## src/rtl/fifo_uart_tx.sv

```systemverilog
// fifo_uart_tx
// Drain stage for an 8-bit synchronous FIFO. Whenever transmission is enabled and
// the FIFO holds data, one byte is popped and sent on a UART-style line:
// start bit, 8 data bits LSB first, optional even parity bit, one stop bit.
//
// Optional feature: define FIFO_TX_PARITY_EN to insert an even-parity bit
// between the data bits and the stop bit (11-bit frames instead of 10).
//
// Parameters:
//   CLKS_PER_BIT  clock cycles per serial bit (2..65535)
// Ports:
//   i_clk         system clock, all logic on the rising edge
//   i_rst         synchronous active-high reset
//   i_tx_en       allow fetching a new byte (looked at only while idle)
//   i_fifo_empty  FIFO empty flag
//   i_fifo_data   FIFO read data, valid the cycle after o_fifo_rd is sampled
//   o_fifo_rd     FIFO read strobe, one cycle per byte
//   o_tx          serial line, idles high
//   o_busy        high whenever a byte is being fetched or sent
//   o_tx_done     one-cycle pulse during the last cycle of the stop bit
module fifo_uart_tx #(
    parameter int CLKS_PER_BIT = 16
) (
    input  logic       i_clk,
    input  logic       i_rst,
    input  logic       i_tx_en,
    input  logic       i_fifo_empty,
    input  logic [7:0] i_fifo_data,
    output logic       o_fifo_rd,
    output logic       o_tx,
    output logic       o_busy,
    output logic       o_tx_done
);

    localparam logic [15:0] BIT_LOAD = 16'(CLKS_PER_BIT - 1);

    typedef enum logic [2:0] {
        IDLE,
        READ,
        LOAD,
        START,
        DATA,
`ifdef FIFO_TX_PARITY_EN
        PARITY,
`endif
        STOP
    } state_t;

    state_t      r_state;
    logic [15:0] r_cnt;
    logic [2:0]  r_bitIdx;
    logic [7:0]  r_shift;
    logic        r_fifoRd;
    logic        r_tx;
    logic        r_busy;
    logic        r_txDone;

    state_t      w_state;
    logic [15:0] w_cnt;
    logic [2:0]  w_bitIdx;
    logic [7:0]  w_shift;
    logic        w_fifoRd;
    logic        w_tx;
    logic        w_busy;
    logic        w_txDone;

`ifdef FIFO_TX_PARITY_EN
    // Parity is taken from the byte as captured, since the shift register
    // is consumed while the data bits go out.
    logic r_parity;
    logic w_parity;
`endif

    // Next-state logic. Every bit state reloads the bit timer on entry and
    // leaves when the timer reads zero, giving CLKS_PER_BIT cycles per bit.
    always_comb begin
        w_state  = r_state;
        w_cnt    = r_cnt;
        w_bitIdx = r_bitIdx;
        w_shift  = r_shift;
`ifdef FIFO_TX_PARITY_EN
        w_parity = r_parity;
`endif
        case (r_state)
            IDLE: begin
                if (i_tx_en && !i_fifo_empty) begin
                    w_state = READ;
                end
            end
            READ: begin
                w_state = LOAD;
            end
            LOAD: begin
                w_shift  = i_fifo_data;
                w_cnt    = BIT_LOAD;
                w_state  = START;
`ifdef FIFO_TX_PARITY_EN
                w_parity = ^i_fifo_data;
`endif
            end
            START: begin
                if (r_cnt == 16'd0) begin
                    w_state  = DATA;
                    w_cnt    = BIT_LOAD;
                    w_bitIdx = 3'd0;
                end else begin
                    w_cnt = r_cnt - 16'd1;
                end
            end
            DATA: begin
                if (r_cnt == 16'd0) begin
                    w_shift  = {1'b0, r_shift[7:1]};
                    w_cnt    = BIT_LOAD;
                    w_bitIdx = r_bitIdx + 3'd1;
                    if (r_bitIdx == 3'd7) begin
`ifdef FIFO_TX_PARITY_EN
                        w_state = PARITY;
`else
                        w_state = STOP;
`endif
                    end
                end else begin
                    w_cnt = r_cnt - 16'd1;
                end
            end
`ifdef FIFO_TX_PARITY_EN
            PARITY: begin
                if (r_cnt == 16'd0) begin
                    w_state = STOP;
                    w_cnt   = BIT_LOAD;
                end else begin
                    w_cnt = r_cnt - 16'd1;
                end
            end
`endif
            STOP: begin
                if (r_cnt == 16'd0) begin
                    w_state = IDLE;
                end else begin
                    w_cnt = r_cnt - 16'd1;
                end
            end
            default: begin
                w_state = IDLE;
            end
        endcase
    end

    // Outputs are decoded from the upcoming state so they can be registered
    // and still line up with the state they belong to.
    always_comb begin
        w_fifoRd = (w_state == READ);
        w_busy   = (w_state != IDLE);
        w_txDone = (w_state == STOP) && (w_cnt == 16'd0);
        case (w_state)
            START:   w_tx = 1'b0;
            DATA:    w_tx = w_shift[0];
`ifdef FIFO_TX_PARITY_EN
            PARITY:  w_tx = w_parity;
`endif
            default: w_tx = 1'b1;
        endcase
    end

    // State and output registers; reset forces the line high on the next edge
    // and drops any byte already popped.
    always_ff @(posedge i_clk) begin
        if (i_rst) begin
            r_state  <= IDLE;
            r_cnt    <= 16'd0;
            r_bitIdx <= 3'd0;
            r_shift  <= 8'd0;
            r_fifoRd <= 1'b0;
            r_tx     <= 1'b1;
            r_busy   <= 1'b0;
            r_txDone <= 1'b0;
`ifdef FIFO_TX_PARITY_EN
            r_parity <= 1'b0;
`endif
        end else begin
            r_state  <= w_state;
            r_cnt    <= w_cnt;
            r_bitIdx <= w_bitIdx;
            r_shift  <= w_shift;
            r_fifoRd <= w_fifoRd;
            r_tx     <= w_tx;
            r_busy   <= w_busy;
            r_txDone <= w_txDone;
`ifdef FIFO_TX_PARITY_EN
            r_parity <= w_parity;
`endif
        end
    end

    assign o_fifo_rd = r_fifoRd;
    assign o_tx      = r_tx;
    assign o_busy    = r_busy;
    assign o_tx_done = r_txDone;

endmodule

```

## config.mk

```make
export PLATFORM = sky130hd
export DESIGN_NAME = fifo_uart_tx
export DESIGN_NICKNAME = d
export VERILOG_FILES = /design/src/rtl/fifo_uart_tx.sv
export SDC_FILE = /design/constraint.sdc
export NUM_CORES = 1
export LEC_CHECK = 0
export CAP_MARGIN = 30
export CORE_MARGIN = 4
export CORE_UTILIZATION = 44
export CTS_BUF_LIST = sky130_fd_sc_hd__clkbuf_16
export DETAILED_ROUTE_END_ITERATION = 8
export DONT_BUFFER_PORTS = 1
export PLACE_DENSITY = 0.72
export SYNTH_ARGS = -nofsm -noshare
export SYNTH_HDL_FRONTEND = slang
export SYNTH_SLANG_ARGS = --single-unit
```

## constraint.sdc

```tcl
create_clock -name i_clk -period 2.7 [get_ports i_clk]
set_clock_uncertainty 0.05 [all_clocks]
set_input_delay 0.27 -clock i_clk [delete_from_list [all_inputs] [get_ports i_clk]]
set_output_delay 0.27 -clock i_clk [all_outputs]
set_load 0.02 [all_outputs]
```

# Word level (Yosys, flattened, before mapping)
# Cells that the tools add are included.
# op_classes
add_sub_neg,2
n_eq_ne,12
muxes,15
reduce_logical,12
# ops
op,n
$pmux 16 s3,1
$logic_not 16->1,2
$mux 16,2
$mux 3,7
$pmux 3 s6,1
$pmux 8 s2,1
$sub 16x1->16 const B,1
$eq 3x3->1 const B,5
$eq 3x2->1 const B,3
$mux 8,1
$eq 3x1->1 const B,2
$pmux 3 s2,1
$ne 2x2->1 const B,2
$reduce_bool 2->1,2
$add 3x1->3 const B,1
$logic_not 3->1,1
$reduce_and 3->1,1
$reduce_bool 3->1,1
$logic_and 1x1->1,2
$pmux 1 s2,1
$reduce_and 2->1,1
$reduce_or 2->1,1
$logic_not 1->1,1
# totals
regBits,34
inputBits,12
output_inout_bits,4

# Logic depth before layout (Yosys ltp)
# depth
ltp_word,6
mapped_depth,15
depth_no_buf,13

# Worst setup path after synthesis
# OpenSTA, ideal clock, no wires.
# synth_timing
path_kind,register to register
from,register r_cnt[0]
to,register r_txDone (netlist: o_tx_done)
t_arrival_ps,2418
path_slack_ps,154
path_stages_with_launch,15
path_buffers,2
period_less_slack_ps,2546
path_cell_list,dfxtp_1 -> inv_1 -> ha_1 -> nor4b_2 -> and4_1 -> buf_4 -> inv_2 -> buf_6 -> ha_1 -> a21oi_1 -> a211oi_1 -> a31oi_1 -> nor3b_1 -> nand4_1 -> nor3_1
# synth_via
elab_chain_len,5
word_cells_on_any_way,12
# synth_rtl
item,line,text
"start, declared",50,logic [15:0] r_cnt;
"start signal, assigned",182,r_cnt <= w_cnt;
$sub 16x1->16 / $logic_not 16->1 (equally long branches),--,
$mux 16 (tied with other cells),137,if (r_cnt == 16'd0) begin
$pmux 16 s3 / $pmux 3 s6 (equally long branches),84,case (r_state)
$logic_not 16->1 / $eq 3x3->1 (equally long branches),154,w_txDone = (w_state == STOP) && (w_cnt == 16'd0);
$logic_and 1x1->1 *,154,
"end signal, assigned",188,r_txDone <= w_txDone;
"end, declared",56,logic r_txDone;
# Every way passes the cells marked *; elsewhere a longest branch is shown, timed or not.
# A chain may end at the register's enable or synchronous reset.

# Worst setup path in the final report
# layout_timing
from,register r_cnt[1]
to,register r_txDone (netlist: o_tx_done)
# The elaborated chain is that of the path after synthesis.

==> impl.org <==
** CTS
- CTS built an H-tree with a depth of 2.
- Counting along the longest clock path gives a buffer depth of 2.
- The clock reaches the later pin of the worst-skew pair after 0.28 ns.
- CTS placed an instance of clkbuf_16 at the clock tree root.
- Hold repair after CTS inserted 0 buffers.
- Clock-pin slew was measured on the worst setup and hold paths at ~0.050 ns.
- For this design, the sink count on the clock tree is 34.
- TritonCTS created 5 clock buffers.
- TritonCTS clock tree :: done

** Logic synthesis
- Among all flip-flop cells after synthesis, the most frequent one is dfxtp_1.
- Post-synthesis instance total :: 251
- The synthesized design contains 34 register bits.
- For this run, the register share of the synthesized area comes to 0.345.
- Mapped cell area :: roughly 0.002 mm^2
- Post-Synthesis Mean Instance Area :: approximately 8 um^2
- Net count after synthesis :: ~270
- Distinct cell type count after synthesis :: 50
- For this run, the number of Yosys warnings is 0.
- Cell accounting for the most synthesized area :: dfxtp_1
- Sorting the synthesized cells by area gives the leading types as dfxtp_1 34%, nor2_1 6.3%, a21oi_1 5.3%, nand2_1 3.6%, ha_1 3.2%.
- The share of synthesized area in the top cell type comes to 0.345.
- The synthesized design contains 0 enable-type register cells.
- Fraction of registers with async set/reset :: 0

** Route
- The detailed router placed between 1500 and 2000 vias in this run.
- The pre-antenna-repair detailed-routing pass consisted of 5 iterations.
- The final layout contains routed wiring with a total length of 4940 um.
- Number of DRC markers in iteration 0 :: approximately 250
- In this run the remaining antenna-violating nets after routing total 0.
- Via density :: between 6 and 7
- DR DRC count :: 0
- Wirelength per Cell :: between 15 and 20 um

** Critical path
- Critical-path cell list :: inv_1 -> ha_1 -> nor4b_4 -> and4_4 -> inv_2 -> ha_1 -> a21oi_1 -> a211oi_1 -> a31oi_1 -> nor3b_2 -> nand4_1 -> nor3_1
- At the worst endpoint, the arrival time is between 2 and 3 ns.
- Peak fanout along the critical path :: 7
- Worst Path Required :: 2.85 ns
- Largest incremental delay on the critical path :: 0.34 ns
- The critical path is of the reg -> reg type.
- STA classifies the critical path endpoint as a register.
- Cell repeated most along the worst path :: ha_1
- The slowest stage of the critical path belongs to the cell dfxtp_1.
- Crit path launch type :: register

** Floorplanning
- Core ar. :: 0.00435 mm^2
- Count of boundary I/O pins :: 16
- Floorplan die width :: 75.0 um
- Row generation in the floorplan step produced 24 rows.
- The die covers between 0.005 and 0.006 mm^2.
- Starting utilization of the core area :: 0.453
- Height of the die :: about 75 um

** Timing
- Slew Limit Headroom :: 0.586
- Least-Margin Pin Slew :: about 0.62 ns
- Hold timing on the final database bottoms out at a slack of ~0.01 ns.
- Final worst slack :: between 0.06 and 0.07 ns
- Adding up every negative setup slack in the final design gives 0 ns.
- The number of slew-limit violations in the final report was 0.
- Time the final worst path needs with I/O delays and setup :: between 2 and 3 ns
- Dividing the final minimum period by the clock period gives 0.977.
- F_max :: 0.379 GHz
- Final count of negative-setup-slack endpoints :: 0
- Final Hold Vio Count :: 0

** Place
- Once placement completed, the tool counted placed cells totaling just under 300.
- Timing analysis after detailed placement gives a worst setup slack of 0.146 ns.
- Count of input and output buffers :: 0
- Detailed placer's ending HPWL :: 3370 um
- Placer's final routability congestion estimate :: between 0.8 and 0.9

** Status
- The flow ran to the end, and the final reports show no timing, DRC or antenna violations.

** Cells and area
- Share of layout cells above drive strength 1 :: 0.118
- Excluding fillers, the count of instances in the completed layout stands at approximately 310.
- Fill count :: 398
- The library cell used most frequently in the layout, excluding fill and tap cells, is dfxtp_1.
- Syn-to-layout area delta :: 12.9%
- The net count of the finished layout is between 200 and 300.
- 0 antenna diodes ended up in the layout.
- The top cell types in the final layout, fill and taps aside, are 34 x dfxtp_1, 33 x nor2_1, 21 x a21oi_1.

** Global route
- Initial antenna violation count :: 0
- Overall fraction of global-route tracks in use :: 0.176
- Pin count of the biggest net entering global routing :: 33
- Sum of overflow across all layers after global routing :: 0
- The first global-routing pass estimated around 7700 um of wire.
- Via count of the first global-routing pass :: about 1600

** Hold path
- Min-delay worst type :: in -> reg

** Power
- In this run the power density over the cells is roughly 1000 mW/mm^2.
- Sum of internal, switching and leakage power :: 2.24 mW
- Leakage :: around 0.83 nW
- Maximum vdd ir drop :: approximately 0.53 mV

** Run
- Across the run, the number of max-cap violations was 0.
-- worst max-delay path: cells and delay by family, from the launching register on --
kind,cells,cell delay [ns]
compound gates,3,0.43
fa+ha+maj,2,0.49
buf+inv,2,0.20
flops,1,0.34
simple gates,5,1.04
-- registers in the layout (all words and copies together), names as in the netlist --
signal / flops
o_tx_done: 1
r_bitIdx: 3
o_tx: 1
r_state: 3
o_fifo_rd: 1
r_shift: 8
o_busy: 1
r_cnt: 16
-- where the power goes --
part	total [mW]	internal (mW)	leakage [nW]	switching, mW
logic	1.04	0.433	0.489	0.609
registers	0.657	0.562	0.276	0.0943
clock network	0.541	0.336	0.0672	0.205
total	2.24	1.33	0.832	0.908
-- routing by layer --
| metal | part of all wire | GRT usage |
|---|---|---|
| met1 | 0.44 | 0.253 |
| met2 | 0.47 | 0.253 |
| met3 | 0.059 | 0.0401 |
| met4 | 0.027 | 0.0672 |
| met5 | 0 | 0 |
-- what timing repair did --
action                     4_1_cts  5_1_grt
setup endpoints to repair        0        1
buffers inserted                 0        1
resized for setup                0        5
-- area by class of cell --
| type | instances | area (um^2) | share of cell area |
|---|---|---|---|
| Clock buffer | 5 | 125 | 0.0561 |
| Multi-Input combinational cell | 194 | 1220 | 0.548 |
| Inverter | 6 | 22.5 | 0.0101 |
| Timing Repair Buffer | 13 | 97.6 | 0.0438 |
| Sequential cell | 34 | 681 | 0.305 |
| Tap cell | 52 | 65.1 | 0.0292 |
| Clock inverter | 3 | 16.3 | 0.00730 |
-- Yosys cell counts, types with 3 or more instances --
cell type  instances
dfxtp_1           34
nor2_1            33
a21oi_1           21
nand2_1           19
clkbuf_1          14
o21ai_0           12
nor3_1            10
a22oi_1            8
nor4_1             8
a31oi_1            7
nand4_1            7
and2_1             6
ha_1               5
inv_1              5
nor2b_1            5
a311oi_1           4
nand3_1            4
a211oi_1           3
nand2b_1           3
nand3b_1           3
nor3b_1            3
o211ai_1           3
-- cells by family (layout without fill, tap and decap cells) --
logic type                 after synthesis  count (layout)  share of synthesized area
AOI/OAI and AO/OA                       74              74                      0.253
DFF                                     34              34                      0.345
adders and majority gates                5               5                     0.0317
buffers and inverters                   23              27                     0.0532
xor gates and xnor gates                 1               1                    0.00444
muxes                                    1               1                    0.00570
and+or+nand+nor                        113             113                      0.307
-- worst paths after layout --
check | to | depth (start not counted) | slack, ns | startpoint
max | o_tx_done$_SDFF_PP0_ | 12 | 0.06 | r_cnt[1]$_SDFF_PP0_
min | r_shift[0]$_SDFF_PP0_ | 1 | 0.01 | i_rst
max reg2reg | o_tx_done$_SDFF_PP0_ | 12 | 0.06 | r_cnt[1]$_SDFF_PP0_
min reg2reg | r_shift[3]$_SDFFE_PP0P_ | 2 | 0.40 | r_shift[3]$_SDFFE_PP0P_
-- through the flow --
| stage | utilization | cell area [um^2] |
|---|---|---|
| 2_1_floorplan | - | 1970 |
| 3_5_place_dp | 0.470 | 2050 |
| 3_3_place_gp | 0.470 | 2050 |
| 6_report | 0.512 | 2230 |
| 4_1_cts | 0.503 | 2190 |
| 5_1_grt | 0.512 | 2230 |
Power figures use the tool's default switching activity.
